**src/rtl/jtag_pkg.sv**
```systemverilog
`default_nettype none
// ============================================================================
// jtag_pkg : TAP and scan-master state encodings plus shared JTAG constants.
// Revision : 1.0
// ============================================================================
package jtag_pkg;

  localparam int c_IR_LENGTH = 5;
  localparam logic [c_IR_LENGTH-1:0] c_BYPASS = '1;

  // IEEE 1149.1 TAP controller states
  typedef enum logic [3:0] {
    TAP_TLR,
    TAP_RTI,
    TAP_SEL_DR,
    TAP_CAP_DR,
    TAP_SHIFT_DR,
    TAP_EXIT1_DR,
    TAP_PAUSE_DR,
    TAP_EXIT2_DR,
    TAP_UPD_DR,
    TAP_SEL_IR,
    TAP_CAP_IR,
    TAP_SHIFT_IR,
    TAP_EXIT1_IR,
    TAP_PAUSE_IR,
    TAP_EXIT2_IR,
    TAP_UPD_IR
  } tap_state_t;

  typedef enum logic [2:0] {
    ST_RESET,
    ST_IDLE,
    ST_SEL_DR,
    ST_SEL_IR,
    ST_CAPTURE,
    ST_SHIFT,
    ST_EXIT1,
    ST_UPDATE
  } mst_state_t;

endpackage
`default_nettype wire

```
**src/rtl/jtag_scan_master.sv**
```systemverilog
`default_nettype none
// ============================================================================
// jtag_scan_master : host-side JTAG initiator, one IR or DR scan at a time.
// Option JTAG_RESET_SEQ_EN : drive TMS=1 x5 then TMS=0 after reset release.
// Revision : 1.0
// ============================================================================
module jtag_scan_master
  import jtag_pkg::*;
#(
  parameter int IR_LENGTH = c_IR_LENGTH,
  parameter int DR_MAX    = 32,
  parameter int LEN_W     = $clog2(DR_MAX + 1)
) (
  input  logic              TCK,
  input  logic              TRST_N,
  input  logic              cmd_valid,
  output logic              cmd_ready,
  input  logic              cmd_is_ir,
  input  logic [LEN_W-1:0]  cmd_len,
  input  logic [DR_MAX-1:0] cmd_data,
  output logic              TMS,
  output logic              TDI,
  input  logic              TDO,
  output logic              rsp_valid,
  output logic [DR_MAX-1:0] rsp_data
);

  localparam logic [LEN_W-1:0] c_DR_MAX_L = LEN_W'(DR_MAX);
  localparam logic [LEN_W-1:0] c_IR_LEN_L = LEN_W'(IR_LENGTH);
  localparam logic [LEN_W-1:0] c_ONE_L    = LEN_W'(1);

  mst_state_t        r_state, w_state;
  logic              r_tms, w_tms;
  logic              r_tdi, w_tdi;
  logic              r_ready, w_ready;
  logic              r_rsp_vld, w_rsp_vld;
  logic [DR_MAX-1:0] r_rsp, w_rsp;
  logic [DR_MAX-1:0] r_sh, w_sh;
  logic [LEN_W-1:0]  r_len, w_len;
  logic [LEN_W-1:0]  r_cnt, w_cnt;
  logic              r_is_ir, w_is_ir;
`ifdef JTAG_RESET_SEQ_EN
  logic [2:0]        r_rst_cnt, w_rst_cnt;
`endif

  logic [LEN_W-1:0]  w_eff_len;
  logic [LEN_W-1:0]  w_align;
  logic              w_accept;

  assign w_eff_len = cmd_is_ir ? c_IR_LEN_L :
                     ((cmd_len > c_DR_MAX_L) ? c_DR_MAX_L : cmd_len);
  assign w_align   = c_DR_MAX_L - w_eff_len;
  assign w_accept  = cmd_valid && r_ready;

  always_ff @(posedge TCK or negedge TRST_N) begin
    if (!TRST_N) begin
      r_state <= ST_RESET;
    end else begin
      r_state <= w_state;
    end
  end

  always_ff @(posedge TCK or negedge TRST_N) begin
    if (!TRST_N) begin
      r_tms     <= 1'b1;
      r_tdi     <= 1'b0;
      r_ready   <= 1'b0;
      r_rsp_vld <= 1'b0;
      r_rsp     <= '0;
      r_sh      <= '0;
      r_len     <= '0;
      r_cnt     <= '0;
      r_is_ir   <= 1'b0;
`ifdef JTAG_RESET_SEQ_EN
      r_rst_cnt <= '0;
`endif
    end else begin
      r_tms     <= w_tms;
      r_tdi     <= w_tdi;
      r_ready   <= w_ready;
      r_rsp_vld <= w_rsp_vld;
      r_rsp     <= w_rsp;
      r_sh      <= w_sh;
      r_len     <= w_len;
      r_cnt     <= w_cnt;
      r_is_ir   <= w_is_ir;
`ifdef JTAG_RESET_SEQ_EN
      r_rst_cnt <= w_rst_cnt;
`endif
    end
  end

  // Each state decides the TMS/TDI launched on the coming edge; the TAP
  // therefore runs one TCK behind the master state.
  always_comb begin
    w_state   = r_state;
    w_tms     = r_tms;
    w_tdi     = 1'b0;
    w_ready   = r_ready;
    w_rsp_vld = 1'b0;
    w_rsp     = r_rsp;
    w_sh      = r_sh;
    w_len     = r_len;
    w_cnt     = r_cnt;
    w_is_ir   = r_is_ir;
`ifdef JTAG_RESET_SEQ_EN
    w_rst_cnt = r_rst_cnt;
`endif
    case (r_state)
      ST_RESET: begin
`ifdef JTAG_RESET_SEQ_EN
        if (r_rst_cnt == 3'd6) begin
          w_state   = ST_IDLE;
          w_tms     = 1'b0;
          w_ready   = 1'b1;
          w_rst_cnt = '0;
        end else begin
          w_tms     = (r_rst_cnt != 3'd5);
          w_rst_cnt = r_rst_cnt + 3'd1;
        end
`else
        w_state = ST_IDLE;
        w_tms   = 1'b0;
        w_ready = 1'b1;
`endif
      end
      ST_IDLE: begin
        w_tms = 1'b0;
        if (w_accept) begin
          w_rsp   = '0;
          w_is_ir = cmd_is_ir;
          w_len   = w_eff_len;
          w_cnt   = '0;
          w_sh    = cmd_data << w_align;
          if (w_eff_len == '0) begin
            w_rsp_vld = 1'b1;
          end else begin
            w_tms   = 1'b1;
            w_ready = 1'b0;
            w_state = ST_SEL_DR;
          end
        end
      end
      ST_SEL_DR: begin
        w_tms   = r_is_ir;
        w_state = r_is_ir ? ST_SEL_IR : ST_CAPTURE;
      end
      ST_SEL_IR: begin
        w_tms   = 1'b0;
        w_state = ST_CAPTURE;
      end
      ST_CAPTURE: begin
        w_tms   = 1'b0;
        w_state = ST_SHIFT;
      end
      ST_SHIFT: begin
        w_tdi = r_sh[DR_MAX-1];
        w_sh  = {r_sh[DR_MAX-2:0], 1'b0};
        w_cnt = r_cnt + c_ONE_L;
        // TDO for bit k is consumed together with TDI bit k, one edge later
        if (r_cnt != '0) begin
          w_rsp = {r_rsp[DR_MAX-2:0], TDO};
        end
        if (r_cnt == (r_len - c_ONE_L)) begin
          w_tms   = 1'b1;
          w_state = ST_EXIT1;
        end else begin
          w_tms = 1'b0;
        end
      end
      ST_EXIT1: begin
        w_rsp   = {r_rsp[DR_MAX-2:0], TDO};
        w_tms   = 1'b1;
        w_state = ST_UPDATE;
      end
      ST_UPDATE: begin
        w_tms     = 1'b0;
        w_rsp_vld = 1'b1;
        w_ready   = 1'b1;
        w_state   = ST_IDLE;
      end
      default: begin
        w_state = ST_RESET;
        w_tms   = 1'b1;
        w_ready = 1'b0;
      end
    endcase
  end

  assign TMS       = r_tms;
  assign TDI       = r_tdi;
  assign cmd_ready = r_ready;
  assign rsp_valid = r_rsp_vld;
  assign rsp_data  = r_rsp;

endmodule
`default_nettype wire

```
**config.mk**
```make
export PLATFORM = sky130hd
export DESIGN_NAME = jtag_scan_master
export DESIGN_NICKNAME = d
export VERILOG_FILES = /design/src/rtl/jtag_pkg.sv /design/src/rtl/jtag_scan_master.sv
export SDC_FILE = /design/constraint.sdc
export NUM_CORES = 1
export LEC_CHECK = 0
export CORE_UTILIZATION = 61
export CTS_CLUSTER_SIZE = 25
export DETAILED_ROUTE_END_ITERATION = 10
export GPL_TIMING_DRIVEN = 0
export HOLD_SLACK_MARGIN = 0.02
export PLACE_DENSITY = 0.87
export SYNTH_ARGS = -nofsm -noshare
export SYNTH_HDL_FRONTEND = slang
export SYNTH_SLANG_ARGS = --single-unit
export TNS_END_PERCENT = 50
```
**constraint.sdc**
```tcl
create_clock -name TCK -period 5.8 [get_ports TCK]
set_input_delay 0.87 -clock TCK [delete_from_list [all_inputs] [get_ports TCK]]
set_output_delay 0.87 -clock TCK [all_outputs]
set_load 0.01 [all_outputs]
```
==> flow_summary.json <==
{
  "status": "finished, final reports clean",
  "htreeDepth": 3,
  "fmax_mhz": 200.9,
  "grt_pass1_wl_mm": 28.74,
  "synth-seq-area-share_pct": 34.91,
  "drt_wl_total_mm": 17.67,
  "drc": 0,
  "area_growth_pct": 18.21,
  "grt_start_max_net_pins": 54,
  "cts_setup_buffers": 0,
  "ys_ff_latch": 84,
  "final_hold_viol_count": 0,
  "cp_cell_sequence": "clkdlybuf4s50_1 -> inv_1 -> nand2_4 -> inv_4 -> buf_6 -> buf_2 -> buf_2 -> ha_1 -> buf_2 -> buf_2 -> clkbuf_1 -> clkbuf_1 -> nor2_1 -> a31oi_1 -> o31ai_1 -> a31o_2",
  "overflow": 0,
  "setup_tns_ns": 0,
  "path_max_fanout": 10,
  "die_y_um": 101.4,
  "power_density_nw_per_um2": 327.9,
  "slew_violations": 0,
  "synthFlopType": "dfrtp_1",
  "cts_buffer_depth": 2,
  "grt_pass1_vias": 5694,
  "crit_slowest_cell": "clkbuf_1",
  "globalplace.congestion": 0.9909,
  "total_power_mw": 2.335,
  "grt_use_total_pct": 36.56,
  "cts_made_buffers": 9,
  "endpoint_kind": "flip-flop",
  "skew_ns": 0.008036,
  "synthesis.area_um2": 6025,
  "start_util_pct": 63.99,
  "async_flop_share_pct": 100.0,
  "synth_edf_count": 0,
  "arrival_ns": 5.22,
  "syn-num-nets": 743,
  "fin_area_um2": 7122,
  "wire_per_inst_um": 19.37,
  "drive_gt1_share_pct": 9.579,
  "hold_buffers": 0,
  "fillers": 707,
  "vias": 5942,
  "synth_cell_types": 68,
  "finalSetupViolCount": 0,
  "nets": 829,
  "fp.dieW_um": 101.4,
  "ant_nets": 0,
  "cts-root-buf": "clkbuf_8",
  "drt_first_pass_iters": 5,
  "hp-class": "in -> async",
  "clock_sinks": 84,
  "post_dp_cell_area_um2": 6952,
  "core-area_um2": 9415,
  "fin_crit_sh_pct": 85.80,
  "cp_data_required_time_ns": 6.04,
  "vias_per_cell": 6.515,
  "cp-start-kind": "primary input",
  "layout_common_cells": "nand2_1 (133), dfrtp_1 (83), clkdlybuf4s50_1 (73)",
  "tightest_slew_ns": 0.7691,
  "cap_violations": 0,
  "cts-resized-gates": 0,
  "synthCells": 692,
  "worstSkewPairLatency_ns": 0.36,
  "p_leak_nw": 3.071,
  "slew_headroom_pct": 48.53,
  "critPathKind": "in -> reg",
  "hpwl_mm": 13.77,
  "irDropWorstVdd_mv": 0.1972,
  "slowest_delay_ns": 0.51,
  "cp_common_cell": "buf_2",
  "die-area_um2": 10280,
  "ioPinCount": 79,
  "syn_avg_cell_area_um2": 8.706,
  "antenna_found_initial": 0,
  "min_period_ns": 4.977,
  "cts_tree": "yes",
  "initialDrtViolationCount": 488,
  "layout_commonest_cell": "nand2_1",
  "yosysWarnings": 0,
  "fp-row-count": 35,
  "rsz0062_at_grt": "false",
  "n_antenna_cell": 0,
  "port_buffers": 74,
  "cts.clk_slew.worst_paths_ns": 0.08
}
-- through the flow --
step	hold WS, ns	utilization, %	setup slack [ns]	instances
final	0.4421	75.64	0.8234	912
after global routing	0.4751	75.64	0.6398	912
after CTS	0.4423	75.64	0.9635	912
after detailed placement	0.4826	73.83	0.5914	896
after global placement	0.4671	73.57	0.6155	895
after floorplan	0.4488	-	1.894	692
-- sequential cells by signal, summed over array words and instances, names as in the netlist --
signal and count:
TDI 1, TMS 1, cmd_ready 1, r_cnt 6, r_is_ir 1, r_len 6
r_sh 32, r_state 3, rsp_data 32, rsp_valid 1
-- logic make-up (layout without fill, tap and decap cells) --
family	count (synthesis)	count (layout)	synth area share, %
and+or+nand+nor	254	254	19.15
muxes	90	90	18.63
adders and majority gates	8	8	1.662
xor gates and xnor gates	9	9	1.308
DFF	84	84	34.91
buffers and inverters	70	161	5.338
AOI/OAI and AO/OA	177	177	19.00
-- worst max-delay path, delay by kind of cell --
family | cells | cell delay, ns
AO/OA/AOI/OAI | 3 | 0.58
buffers and inverters | 10 | 3.27
AND/OR/NAND/NOR | 2 | 0.32
adder cells (fa/ha/maj) | 1 | 0.17
-- where the power goes --
| group | leakage (nW) | internal [mW] | switching, mW |
|---|---|---|---|
| clock network | 0.0824 | 0.166 | 0.201 |
| registers | 1.11 | 0.744 | 0.121 |
| logic | 1.88 | 0.437 | 0.666 |
| total | 3.07 | 1.35 | 0.988 |
-- cell usage after synthesis, types with 4 or more instances --
cell type / number / area, um2
nand3_1: 21 / 105.1
o221ai_1: 4 / 35.03
ha_1: 8 / 100.1
mux2i_1: 66 / 660.6
nand4_1: 8 / 50.05
a21o_1: 4 / 30.03
mux2_2: 8 / 90.09
a31o_2: 5 / 43.79
nor2_1: 46 / 172.7
o22ai_1: 17 / 106.4
a221o_1: 6 / 60.06
a21oi_1: 34 / 170.2
a22oi_1: 5 / 37.54
dfrtp_1: 83 / 2077
o211ai_1: 4 / 30.03
buf_2: 14 / 70.07
a31oi_1: 6 / 37.54
xor2_1: 6 / 52.55
o21ai_0: 59 / 295.3
nand2_1: 133 / 499.2
inv_1: 16 / 60.06
and3_1: 16 / 100.1
a211oi_1: 4 / 30.03
nor3_1: 9 / 45.04
mux4_2: 13 / 292.8
o31ai_1: 5 / 37.54
clkbuf_1: 32 / 120.1
-- final cells by class --
cell class                 count  area [um2]  share of cell area [%]
multi-input combinational    538        3600                   50.54
tap                          129       161.4                   2.266
sequential                    84        2103                   29.53
buffer                        52       251.5                   3.531
clock buffer                  12       145.1                   2.038
clock inverter                 4       25.02                  0.3514
inverter                      18       70.07                  0.9838
timing repair buffer          75       765.7                   10.75
-- worst paths after layout --
check,endpoint,slack (ns),start,depth (start not counted)
max in group asynchronous,TMS,4.74,TRST_N,2
worst max-delay path,r_sh[18],0.82,cmd_is_ir,16
min in group TCK,rsp_data[31],0.50,rsp_data[31],2
worst max register to register,r_sh[28],2.67,r_state[1],9
worst min-delay path,r_state[0],0.44,TRST_N,1
worst min register to register,rsp_data[31],0.50,rsp_data[31],2
-- layer usage --
layer / GRT usage [%] / wire [um] / vias to the layer above
li1: - / - / 2694
met1: 44.92 / 6836 / 2804
met2: 60.81 / 8427 / 374
met3: 5.107 / 1435 / 70
met4: 23.41 / 966 / 0
met5: 0 / 0 / -
Note: power is estimated with default switching activity, not from simulation.
